<file path="config.mk">
export PLATFORM = sky130hd
export DESIGN_NAME = fp_addsub_ctrl_pipe_flat
export DESIGN_NICKNAME = d
export VERILOG_FILES = /design/src/rtl/fp_addsub_ctrl_if.sv /design/src/rtl/fp_addsub_ctrl_pipe.sv /design/src/flat_wrapper.sv
export SDC_FILE = /design/constraint.sdc
export NUM_CORES = 1
export LEC_CHECK = 0
export CORE_MARGIN = 2
export CORE_UTILIZATION = 48
export CTS_CLUSTER_SIZE = 24
export DETAILED_ROUTE_END_ITERATION = 10
export GPL_TIMING_DRIVEN = 0
export HOLD_SLACK_MARGIN = 0.02
export PLACE_DENSITY = 0.77
export SLEW_MARGIN = 20
export SYNTH_ARGS = -nofsm -noshare
export SYNTH_HDL_FRONTEND = slang
export SYNTH_SLANG_ARGS = --single-unit
</file>
<file path="constraint.sdc">
create_clock -name clk -period 7.7 [get_ports clk]
set_input_delay 0.77 -clock clk [delete_from_list [all_inputs] [get_ports clk]]
set_output_delay 0.77 -clock clk [all_outputs]
set_load 0.01 [all_outputs]
</file>
<file path="src/rtl/fp_addsub_ctrl_if.sv">
// Handshake and data bundle for the FP add/sub sign/exponent control pipe.
// "slave" is the block side; "master" is the upstream producer plus downstream consumer.
interface fp_addsub_ctrl_if #(
  parameter int EXP_W   = 8,
  parameter int SHIFT_W = 8,
  parameter int TAG_W   = 4
);
  logic               in_valid;
  logic               in_ready;
  logic [TAG_W-1:0]   in_tag;
  logic               sign1;
  logic               sign2;
  logic               opcode;
  logic               borrow;
  logic               exp_eq;
  logic               mant_lt;
  logic               mant_eq;
  logic [EXP_W-1:0]   exp_large;
  logic               carry;
  logic [SHIFT_W-1:0] norm_shift;
  logic               out_valid;
  logic               out_ready;
  logic [TAG_W-1:0]   out_tag;
  logic               eff_sub;
  logic               sign_r;
  logic [EXP_W-1:0]   exp_r;
  logic               ovf;
  logic               unf;
  logic               zero;

  modport slave (
    input  in_valid, in_tag, sign1, sign2, opcode, borrow, exp_eq, mant_lt, mant_eq,
           exp_large, carry, norm_shift, out_ready,
    output in_ready, out_valid, out_tag, eff_sub, sign_r, exp_r, ovf, unf, zero
  );

  modport master (
    output in_valid, in_tag, sign1, sign2, opcode, borrow, exp_eq, mant_lt, mant_eq,
           exp_large, carry, norm_shift, out_ready,
    input  in_ready, out_valid, out_tag, eff_sub, sign_r, exp_r, ovf, unf, zero
  );
endinterface

</file>
<file path="src/rtl/fp_addsub_ctrl_pipe.sv">
// Two-stage sign/exponent control for the FP add/sub datapath: stage 1 resolves
// effective operation and sign, stage 2 corrects the exponent and classifies the result.
module fp_addsub_ctrl_pipe #(
  parameter int EXP_W   = 8,
  parameter int SHIFT_W = 8,
  parameter int TAG_W   = 4
) (
  input  logic            clk,
  input  logic            rst_n,
  fp_addsub_ctrl_if.slave bus
);

  // Exponent arithmetic width: wide enough that neither +carry nor -norm_shift wraps.
  localparam int EW = ((EXP_W > SHIFT_W) ? EXP_W : SHIFT_W) + 2;
  localparam logic [EW-1:0] EXP_MAX = {{(EW-EXP_W){1'b0}}, {EXP_W{1'b1}}};

  // Stage 1 registers
  logic               s1_valid_q, s1_valid_d;
  logic               s1_sign_q;
  logic               s1_eff_sub_q;
  logic               s1_cancel_q;
  logic [EXP_W-1:0]   s1_exp_q;
  logic               s1_carry_q;
  logic [SHIFT_W-1:0] s1_shift_q;
  logic [TAG_W-1:0]   s1_tag_q;

  // Stage 2 (output) registers
  logic               s2_valid_q, s2_valid_d;
  logic [TAG_W-1:0]   out_tag_q;
  logic               eff_sub_q;
  logic               sign_r_q, sign_r_d;
  logic [EXP_W-1:0]   exp_r_q, exp_r_d;
  logic               ovf_q, ovf_d;
  logic               unf_q, unf_d;
  logic               zero_q, zero_d;

  logic s1_adv;
  logic in_fire;
  logic eff_sub_c;
  logic op2_big_c;
  logic cancel_c;
  logic sign_c;
  logic [EW-1:0] e_c;
  logic          e_neg;

  assign s1_adv       = !s2_valid_q || bus.out_ready;
  assign bus.in_ready = !s1_valid_q || s1_adv;
  assign in_fire      = bus.in_valid && bus.in_ready;

  // Operand 2 dominates the magnitude only when it is strictly larger.
  assign eff_sub_c = bus.sign1 ^ bus.sign2 ^ bus.opcode;
  assign op2_big_c = bus.borrow | (bus.exp_eq & bus.mant_lt);
  assign cancel_c  = eff_sub_c & bus.exp_eq & bus.mant_eq;

  always_comb begin
    sign_c = bus.sign1;
    if (cancel_c) begin
      sign_c = 1'b0;
    end else if (eff_sub_c && op2_big_c) begin
      sign_c = bus.sign2 ^ bus.opcode;
    end
  end

  assign e_c   = {{(EW-EXP_W){1'b0}}, s1_exp_q}
               + {{(EW-1){1'b0}}, s1_carry_q}
               - {{(EW-SHIFT_W){1'b0}}, s1_shift_q};
  assign e_neg = e_c[EW-1];

  // Cancellation wins over any exponent range condition.
  always_comb begin
    sign_r_d = s1_sign_q;
    exp_r_d  = e_c[EXP_W-1:0];
    ovf_d    = 1'b0;
    unf_d    = 1'b0;
    zero_d   = 1'b0;
    if (s1_cancel_q) begin
      zero_d   = 1'b1;
      sign_r_d = 1'b0;
      exp_r_d  = '0;
    end else if (!e_neg && (e_c >= EXP_MAX)) begin
      ovf_d   = 1'b1;
      exp_r_d = '1;
    end else if (e_neg || (e_c == '0)) begin
      unf_d   = 1'b1;
      exp_r_d = '0;
    end
  end

  always_comb begin
    s1_valid_d = s1_valid_q;
    if (in_fire) begin
      s1_valid_d = 1'b1;
    end else if (s1_adv) begin
      s1_valid_d = 1'b0;
    end
    s2_valid_d = s1_adv ? s1_valid_q : s2_valid_q;
  end

  always_ff @(posedge clk or negedge rst_n) begin
    if (!rst_n) begin
      s1_valid_q   <= 1'b0;
      s1_sign_q    <= 1'b0;
      s1_eff_sub_q <= 1'b0;
      s1_cancel_q  <= 1'b0;
      s1_exp_q     <= '0;
      s1_carry_q   <= 1'b0;
      s1_shift_q   <= '0;
      s1_tag_q     <= '0;
      s2_valid_q   <= 1'b0;
      out_tag_q    <= '0;
      eff_sub_q    <= 1'b0;
      sign_r_q     <= 1'b0;
      exp_r_q      <= '0;
      ovf_q        <= 1'b0;
      unf_q        <= 1'b0;
      zero_q       <= 1'b0;
    end else begin
      s1_valid_q <= s1_valid_d;
      s2_valid_q <= s2_valid_d;
      if (in_fire) begin
        s1_sign_q    <= sign_c;
        s1_eff_sub_q <= eff_sub_c;
        s1_cancel_q  <= cancel_c;
        s1_exp_q     <= bus.exp_large;
        s1_carry_q   <= bus.carry;
        s1_shift_q   <= bus.norm_shift;
        s1_tag_q     <= bus.in_tag;
      end
      // Output data only moves when a new result advances, so it holds under stall.
      if (s1_adv && s1_valid_q) begin
        out_tag_q <= s1_tag_q;
        eff_sub_q <= s1_eff_sub_q;
        sign_r_q  <= sign_r_d;
        exp_r_q   <= exp_r_d;
        ovf_q     <= ovf_d;
        unf_q     <= unf_d;
        zero_q    <= zero_d;
      end
    end
  end

  assign bus.out_valid = s2_valid_q;
  assign bus.out_tag   = out_tag_q;
  assign bus.eff_sub   = eff_sub_q;
  assign bus.sign_r    = sign_r_q;
  assign bus.exp_r     = exp_r_q;
  assign bus.ovf       = ovf_q;
  assign bus.unf       = unf_q;
  assign bus.zero      = zero_q;

endmodule

</file>
<file path="src/flat_wrapper.sv">
// flat-port wrapper written by rule: the top's interface ports become plain ports
module fp_addsub_ctrl_pipe_flat 
#(
  parameter int EXP_W   = 8,
  parameter int SHIFT_W = 8,
  parameter int TAG_W   = 4
)
  (clk, rst_n, bus_in_valid, bus_in_tag, bus_sign1, bus_sign2, bus_opcode, bus_borrow, bus_exp_eq, bus_mant_lt, bus_mant_eq, bus_exp_large, bus_carry, bus_norm_shift, bus_out_ready, bus_in_ready, bus_out_valid, bus_out_tag, bus_eff_sub, bus_sign_r, bus_exp_r, bus_ovf, bus_unf, bus_zero);
  fp_addsub_ctrl_if #(.EXP_W(EXP_W), .SHIFT_W(SHIFT_W), .TAG_W(TAG_W)) bus_i ();
  input  logic clk;
  input  logic rst_n;
  input wire logic [$bits(bus_i.in_valid)-1:0] bus_in_valid;
  input wire logic [$bits(bus_i.in_tag)-1:0] bus_in_tag;
  input wire logic [$bits(bus_i.sign1)-1:0] bus_sign1;
  input wire logic [$bits(bus_i.sign2)-1:0] bus_sign2;
  input wire logic [$bits(bus_i.opcode)-1:0] bus_opcode;
  input wire logic [$bits(bus_i.borrow)-1:0] bus_borrow;
  input wire logic [$bits(bus_i.exp_eq)-1:0] bus_exp_eq;
  input wire logic [$bits(bus_i.mant_lt)-1:0] bus_mant_lt;
  input wire logic [$bits(bus_i.mant_eq)-1:0] bus_mant_eq;
  input wire logic [$bits(bus_i.exp_large)-1:0] bus_exp_large;
  input wire logic [$bits(bus_i.carry)-1:0] bus_carry;
  input wire logic [$bits(bus_i.norm_shift)-1:0] bus_norm_shift;
  input wire logic [$bits(bus_i.out_ready)-1:0] bus_out_ready;
  output wire logic [$bits(bus_i.in_ready)-1:0] bus_in_ready;
  output wire logic [$bits(bus_i.out_valid)-1:0] bus_out_valid;
  output wire logic [$bits(bus_i.out_tag)-1:0] bus_out_tag;
  output wire logic [$bits(bus_i.eff_sub)-1:0] bus_eff_sub;
  output wire logic [$bits(bus_i.sign_r)-1:0] bus_sign_r;
  output wire logic [$bits(bus_i.exp_r)-1:0] bus_exp_r;
  output wire logic [$bits(bus_i.ovf)-1:0] bus_ovf;
  output wire logic [$bits(bus_i.unf)-1:0] bus_unf;
  output wire logic [$bits(bus_i.zero)-1:0] bus_zero;
  assign bus_i.in_valid = bus_in_valid;
  assign bus_i.in_tag = bus_in_tag;
  assign bus_i.sign1 = bus_sign1;
  assign bus_i.sign2 = bus_sign2;
  assign bus_i.opcode = bus_opcode;
  assign bus_i.borrow = bus_borrow;
  assign bus_i.exp_eq = bus_exp_eq;
  assign bus_i.mant_lt = bus_mant_lt;
  assign bus_i.mant_eq = bus_mant_eq;
  assign bus_i.exp_large = bus_exp_large;
  assign bus_i.carry = bus_carry;
  assign bus_i.norm_shift = bus_norm_shift;
  assign bus_i.out_ready = bus_out_ready;
  assign bus_in_ready = bus_i.in_ready;
  assign bus_out_valid = bus_i.out_valid;
  assign bus_out_tag = bus_i.out_tag;
  assign bus_eff_sub = bus_i.eff_sub;
  assign bus_sign_r = bus_i.sign_r;
  assign bus_exp_r = bus_i.exp_r;
  assign bus_ovf = bus_i.ovf;
  assign bus_unf = bus_i.unf;
  assign bus_zero = bus_i.zero;
  fp_addsub_ctrl_pipe #(.EXP_W(EXP_W), .SHIFT_W(SHIFT_W), .TAG_W(TAG_W)) u_core (.clk(clk), .rst_n(rst_n), .bus(bus_i));
endmodule
</file>
# [Yosys cells after proc, flatten, opt, wreduce, memory -nomap -nowiden]
# Index checks and enable logic that the tools add are counted.
[word_totals] register_bits=43 inputBits=32 out_inout_bits=19 word_cells=52
[op_classes] addsub=2 n_lt_le_gt_ge=1 mux=14 bitwise=7 reduce_logical=12
[op_table] cell="8-bit 2-to-1 mux" n=3
[op_table] cell="1-bit 2-to-1 mux" n=11
[op_table] cell="10-bit by 8-bit greater-or-equal comparator with 1-bit output (second input constant)" n=1
[op_table] cell="10-bit logical NOT" n=1
[op_table] cell="10-bit by 8-bit subtractor with 10-bit output" n=1
[op_table] cell="8-bit by 1-bit adder with 9-bit output" n=1
[op_table] cell="1-bit logical AND" n=4
[op_table] cell="1-bit bitwise AND" n=3
[op_table] cell="1-bit logical NOT" n=3
[op_table] cell="1-bit logical OR" n=3
[op_table] cell="1-bit XOR" n=3
[op_table] cell="2-bit nonzero test" n=1
[op_table] cell="1-bit bitwise OR" n=1

# [Longest topological paths before layout]
[depth] ltp_word=7 ltp_mapped=12 ltp_nobuf=12

# [Least setup slack after synthesis]
# Ideal clock, no wire load.
[synth_timing] path_kind="register -> register" from="register u_core.s1_carry_q" to="register u_core.exp_r_q[0] (netlist: u_core.bus.exp_r[0])" setup_ns=0.124 arrival_ns=2.505 t_required_ns=7.576 path_slack_ns=5.071 path_stages_with_launch=13 path_buffers=0 period_less_slack_ns=2.629 path_cell_list="dfrtp_1 -> ha_1 -> ha_1 -> nand3_1 -> nor2_1 -> xor2_1 -> ha_1 -> a21oi_1 -> nand2_1 -> or2_1 -> a311oi_1 -> or2b_2 -> o21ai_1"
[synth_between] elab_chain_len=7 word_cells_on_any_way=10 classes_between="2 x add/sub; 1 x order compare; 3 x mux; 4 x reduce/logical"
[synth_lines] item="from (decl)" line_no="fp_addsub_ctrl_pipe.sv:23" text="logic s1_carry_q;"
[synth_lines] item="from (signal assigned)" line_no="fp_addsub_ctrl_pipe.sv:125" text="s1_carry_q <= bus.carry;"
[synth_lines] item="8-bit by 1-bit adder with 9-bit output (*)" line_no="fp_addsub_ctrl_pipe.sv:65" text="+ {{(EW-1){1'b0}}, s1_carry_q}"
[synth_lines] item="10-bit by 8-bit subtractor with 10-bit output (*)" line_no="fp_addsub_ctrl_pipe.sv:66" text="- {{(EW-SHIFT_W){1'b0}}, s1_shift_q};"
[synth_lines] item="parallel branches: the longest is 3 deep, another holds 10-bit by 8-bit greater-or-equal comparator with 1-bit output"
[synth_lines] item="8-bit 2-to-1 mux (*)" line_no="fp_addsub_ctrl_pipe.sv:80" text="end else if (!e_neg && (e_c >= EXP_MAX)) begin"
[synth_lines] item="8-bit 2-to-1 mux (*)" line_no="fp_addsub_ctrl_pipe.sv:76" text="if (s1_cancel_q) begin"
[synth_lines] item="to (signal assigned)" line_no="fp_addsub_ctrl_pipe.sv:134" text="exp_r_q <= exp_r_d;"
[synth_lines] item="to (decl)" line_no="fp_addsub_ctrl_pipe.sv:32" text="logic [EXP_W-1:0] exp_r_q, exp_r_d;"
# Every way passes the cells marked *.
# A chain may end at the register's enable or synchronous reset.

# [Worst setup path after layout]
[layout_timing] from="register u_core.s1_carry_q" to="register u_core.exp_r_q[4] (netlist: u_core.bus.exp_r[4])"
# Same word-level chain as after synthesis.

==> results by group <==
Clock tree
  – H-tree depth: 2
  – Root Buffer: clkbuf_8
  – Clock slew at reported path FFs: 80 ps
  – Post-CTS Setup Bufs: 0
  – Resized Gates After CTS: 0
  – Total CTS buffers: 5
  – CTS sink cnt: 43
  – CTS tree: yes
  – Number of hold buffers added after CTS: 0
  – Worst-Skew Late Latency: 290 ps
  – Maximum clock insertion buffer count: 2

Setup path
  – Crit path top cell by count: ha_1
  – Crit path cell chain: ha_1 -> ha_1 -> nand3_1 -> nor2_1 -> xor2_1 -> ha_1 -> a21oi_1 -> nand2_1 -> or2_1 -> a311oi_1 -> or2b_2 -> o21ai_1
  – Type of origin of the critical path: flop
  – CP Capture Type: flop
  – Worst Path Arrival: 3130 ps
  – Max incr delay on CP: a little under 400 ps
  – Slowest stage cell, crit path: dfrtp_1
  – Setup CP Type: flop to flop
  – Worst-path fanout max: 9
  – Worst Path Required: 7870 ps

Logic synthesis
  – Post-Syn Area: about 0.0023 mm^2
  – Syn Area/Cell: between 10 and 15 um^2
  – Yosys warning total: 0
  – Synth Instances: 210
  – Synth Flop Type: dfrtp_1
  – #FFs+latches synth: 43
  – Unique masters post-synth: 44
  – Syn Nets: between 200 and 300
  – Synth top area cells: dfrtp_1 (47%), mux2_1 (14%), ha_1 (5.4%), nand2_1 (3.3%), o21ai_1 (3.3%)
  – FFs w/ async S/R, synth: 100%
  – Synth area leader: dfrtp_1
  – Top-area cell type share of the netlist area: 46.8%
  – Post-synth EDFFs: 0
  – Seq/Total Area, Yosys: 46.8%
  – Post-synth top cells: dfrtp_1 (43), mux2_1 (28), nand2_1 (20), o21ai_1 (15), nor2_1 (14)
  – Cell with the most instances after synthesis: dfrtp_1

Power
  – Logic gate share of total power: 43.3%
  – Pwr dens: about 260 mW/mm^2
  – P_int: 0.506 mW
  – Pleak: 1.27 nW
  – Net Sw Frac: 34.1%
  – Sw power: 0.262 mW
  – Clock group share of total power: 17.1%
  – Total power: 0.768 mW
  – Worst vdd ir: 125 uV
  – Sequential share of power: 39.6%

Finish
  – Area growth, synth to finish: 28.7%
  – Final net count: 311
  – # diodes: 0
  – Layout cell share with drive strength beyond 1: 7.12%
  – Fillers: 387

Routing
  – Wirelength, routed: 4.04 mm
  – Drt wl/cell: 12.6 um
  – Starting DRT DRC Count: 60
  – Via Count: 1,674
  – ANT nets after route: 0
  – Via density: 5.21
  – Residual DRC: 0
  – DRT Pass-1 Iters: 4

STA
  – Worst-margin pin slew: 403 ps
  – RSZ-0062 raised after global routing: false
  – Fmax: between 0.3 and 0.4 GHz
  – Slew HR: 73.1%
  – Fin. max-slew vios: 0
  – Final hold violation count: 0
  – Final setup viols: 0
  – Final Skew: 6.49 ps
  – Period utilisation layout: 38.5%
  – Final worst path period need: 2960 ps
  – Total Neg Setup Slack: 0 ps

Hold path
  – HP Class: input port to async pin

Floorplan
  – CORE AREA: ~0.0047 mm^2
  – Rows: 25
  – IO Pins: 51
  – Initial Utilization: 49.3%
  – Die H: around 73 um
  – Die area: 0.00536 mm^2
  – Die W: approximately 73 um

Global routing
  – First-pass GRT wire length: 7.33 mm
  – Global Route Usage Sum: roughly 17%
  – Initial antenna violation count: 0
  – GRT met3 Usage: 4.70%
  – GRT met1 Usage: 21.9%
  – Largest net degree at the start of global routing: 32
  – Met2 Use GR: 29.5%
  – Vias in the first global route: 1,692
  – Gr busiest metal: met2
  – GRT overflow: 0

Place
  – HPWL Detailed: between 3 and 4 mm
  – IO Port Bufs: 50
  – Placer Congestion: 0.776

Job
  – Number of max-cap violations: 0

Run status
  – Outcome: complete, no violations
-- stage by stage --
stage	util, %	hold slack (ps)	setup slack [ps]	std cells	area (um^2)
2_1_floorplan	-	454	5070	210	2300
3_3_place_gp	61.5	461	4760	314	2870
3_5_place_dp	61.8	471	4710	315	2880
4_1_cts	63.5	371	4690	321	2960
5_1_grt	63.5	378	4420	321	2960
6_report	63.5	369	4740	321	2960
-- cell type report --
type / instances / area, um^2 / area share [%]
Multi-Input combinational cell: 152 / 1160 / 39.3
Sequential cell: 43 / 1080 / 36.4
Timing Repair Buffer: 51 / 515 / 17.4
Clock buffer: 5 / 68.8 / 2.33
Tap cell: 54 / 67.6 / 2.28
Inverter: 11 / 41.3 / 1.40
Buffer: 4 / 17.5 / 0.592
Clock inverter: 1 / 7.51 / 0.254
-- power groups by stage --
stage	logic [mW]	clock network [mW]	registers, mW
after floorplan	0.196	0	0.320
after global placement	0.326	0	0.307
after detailed placement	0.334	0	0.310
after CTS	0.336	0.136	0.305
after global routing	0.374	0.145	0.310
final	0.333	0.131	0.304
-- worst paths after layout --
kind | from | endpoint | slack [ps] | cells past startpoint
setup / recovery | u_core.s1_carry_q | u_core.bus.exp_r[4] | 4740 | 12
hold / removal | rst_n | u_core.s1_shift_q[6] | 370 | 1
setup reg to reg | u_core.s1_carry_q | u_core.bus.exp_r[4] | 4740 | 12
hold reg to reg | u_core.s1_tag_q[1] | u_core.bus.out_tag[1] | 480 | 1
max in group asynchronous | rst_n | u_core.bus.unf | 6880 | 2
min in group clk | u_core.s1_tag_q[1] | u_core.bus.out_tag[1] | 480 | 1
-- cell usage in the layout, fill, tap and decap left out, types with 2 or more instances in the layout --
cell / Yosys / final
nor3b_1: 3 / 3
o31a_1: 2 / 2
ha_1: 10 / 10
xnor2_1: 7 / 7
xor2_1: 5 / 5
clkbuf_8: 0 / 5
a21oi_1: 2 / 2
o21ai_0: 2 / 2
nand2_1: 20 / 20
nand2b_1: 5 / 5
buf_2: 2 / 3
o21ai_1: 15 / 15
mux2_1: 28 / 28
dfrtp_1: 43 / 43
and2_1: 3 / 3
nand3_1: 7 / 7
inv_1: 11 / 11
a211oi_1: 3 / 3
clkdlybuf4s50_1: 0 / 49
clkbuf_1: 2 / 2
nor2b_1: 2 / 2
nor2_1: 14 / 14
-- registers in the layout, indices dropped and copies added, names as in the netlist --
signal	count
u_core.bus.exp_r	8
u_core.s1_exp_q	8
u_core.s1_shift_q	8
u_core.bus.out_tag	4
u_core.s1_tag_q	4
u_core.bus.eff_sub	1
u_core.bus.out_valid	1
u_core.bus.ovf	1
u_core.bus.sign_r	1
u_core.bus.unf	1
u_core.bus.zero	1
u_core.s1_cancel_q	1
u_core.s1_carry_q	1
u_core.s1_eff_sub_q	1
u_core.s1_sign_q	1
u_core.s1_valid_q	1
-- critical path, delay by kind of cell (launching register included) --
family | cells | cell delay [ps]
AO/OA/AOI/OAI | 3 | 720
AND/OR/NAND/NOR | 5 | 770
XOR/XNOR | 1 | 140
adder cells (fa/ha/maj) | 3 | 820
flip-flops | 1 | 390
-- metal layers --
metal  vias up  wire (um)  part of all wire (%)
met4         0         23                  0.57
li1        854          -                     -
met1       780       1820                    45
met3         4        193                   4.8
met2        36       2000                    50
met5         -          0                     0
-- cell families after synthesis --
family | after synthesis | share of synthesized area [%]
buffers and inverters | 15 | 2.56
AND/OR/NAND/NOR | 63 | 14.1
adder cells (fa/ha/maj) | 11 | 6.31
AO/OA/AOI/OAI | 37 | 11.2
multiplexers | 28 | 13.7
flip-flops | 43 | 46.8
XOR/XNOR | 13 | 5.28
No activity file was read; power rests on OpenSTA's default activity.
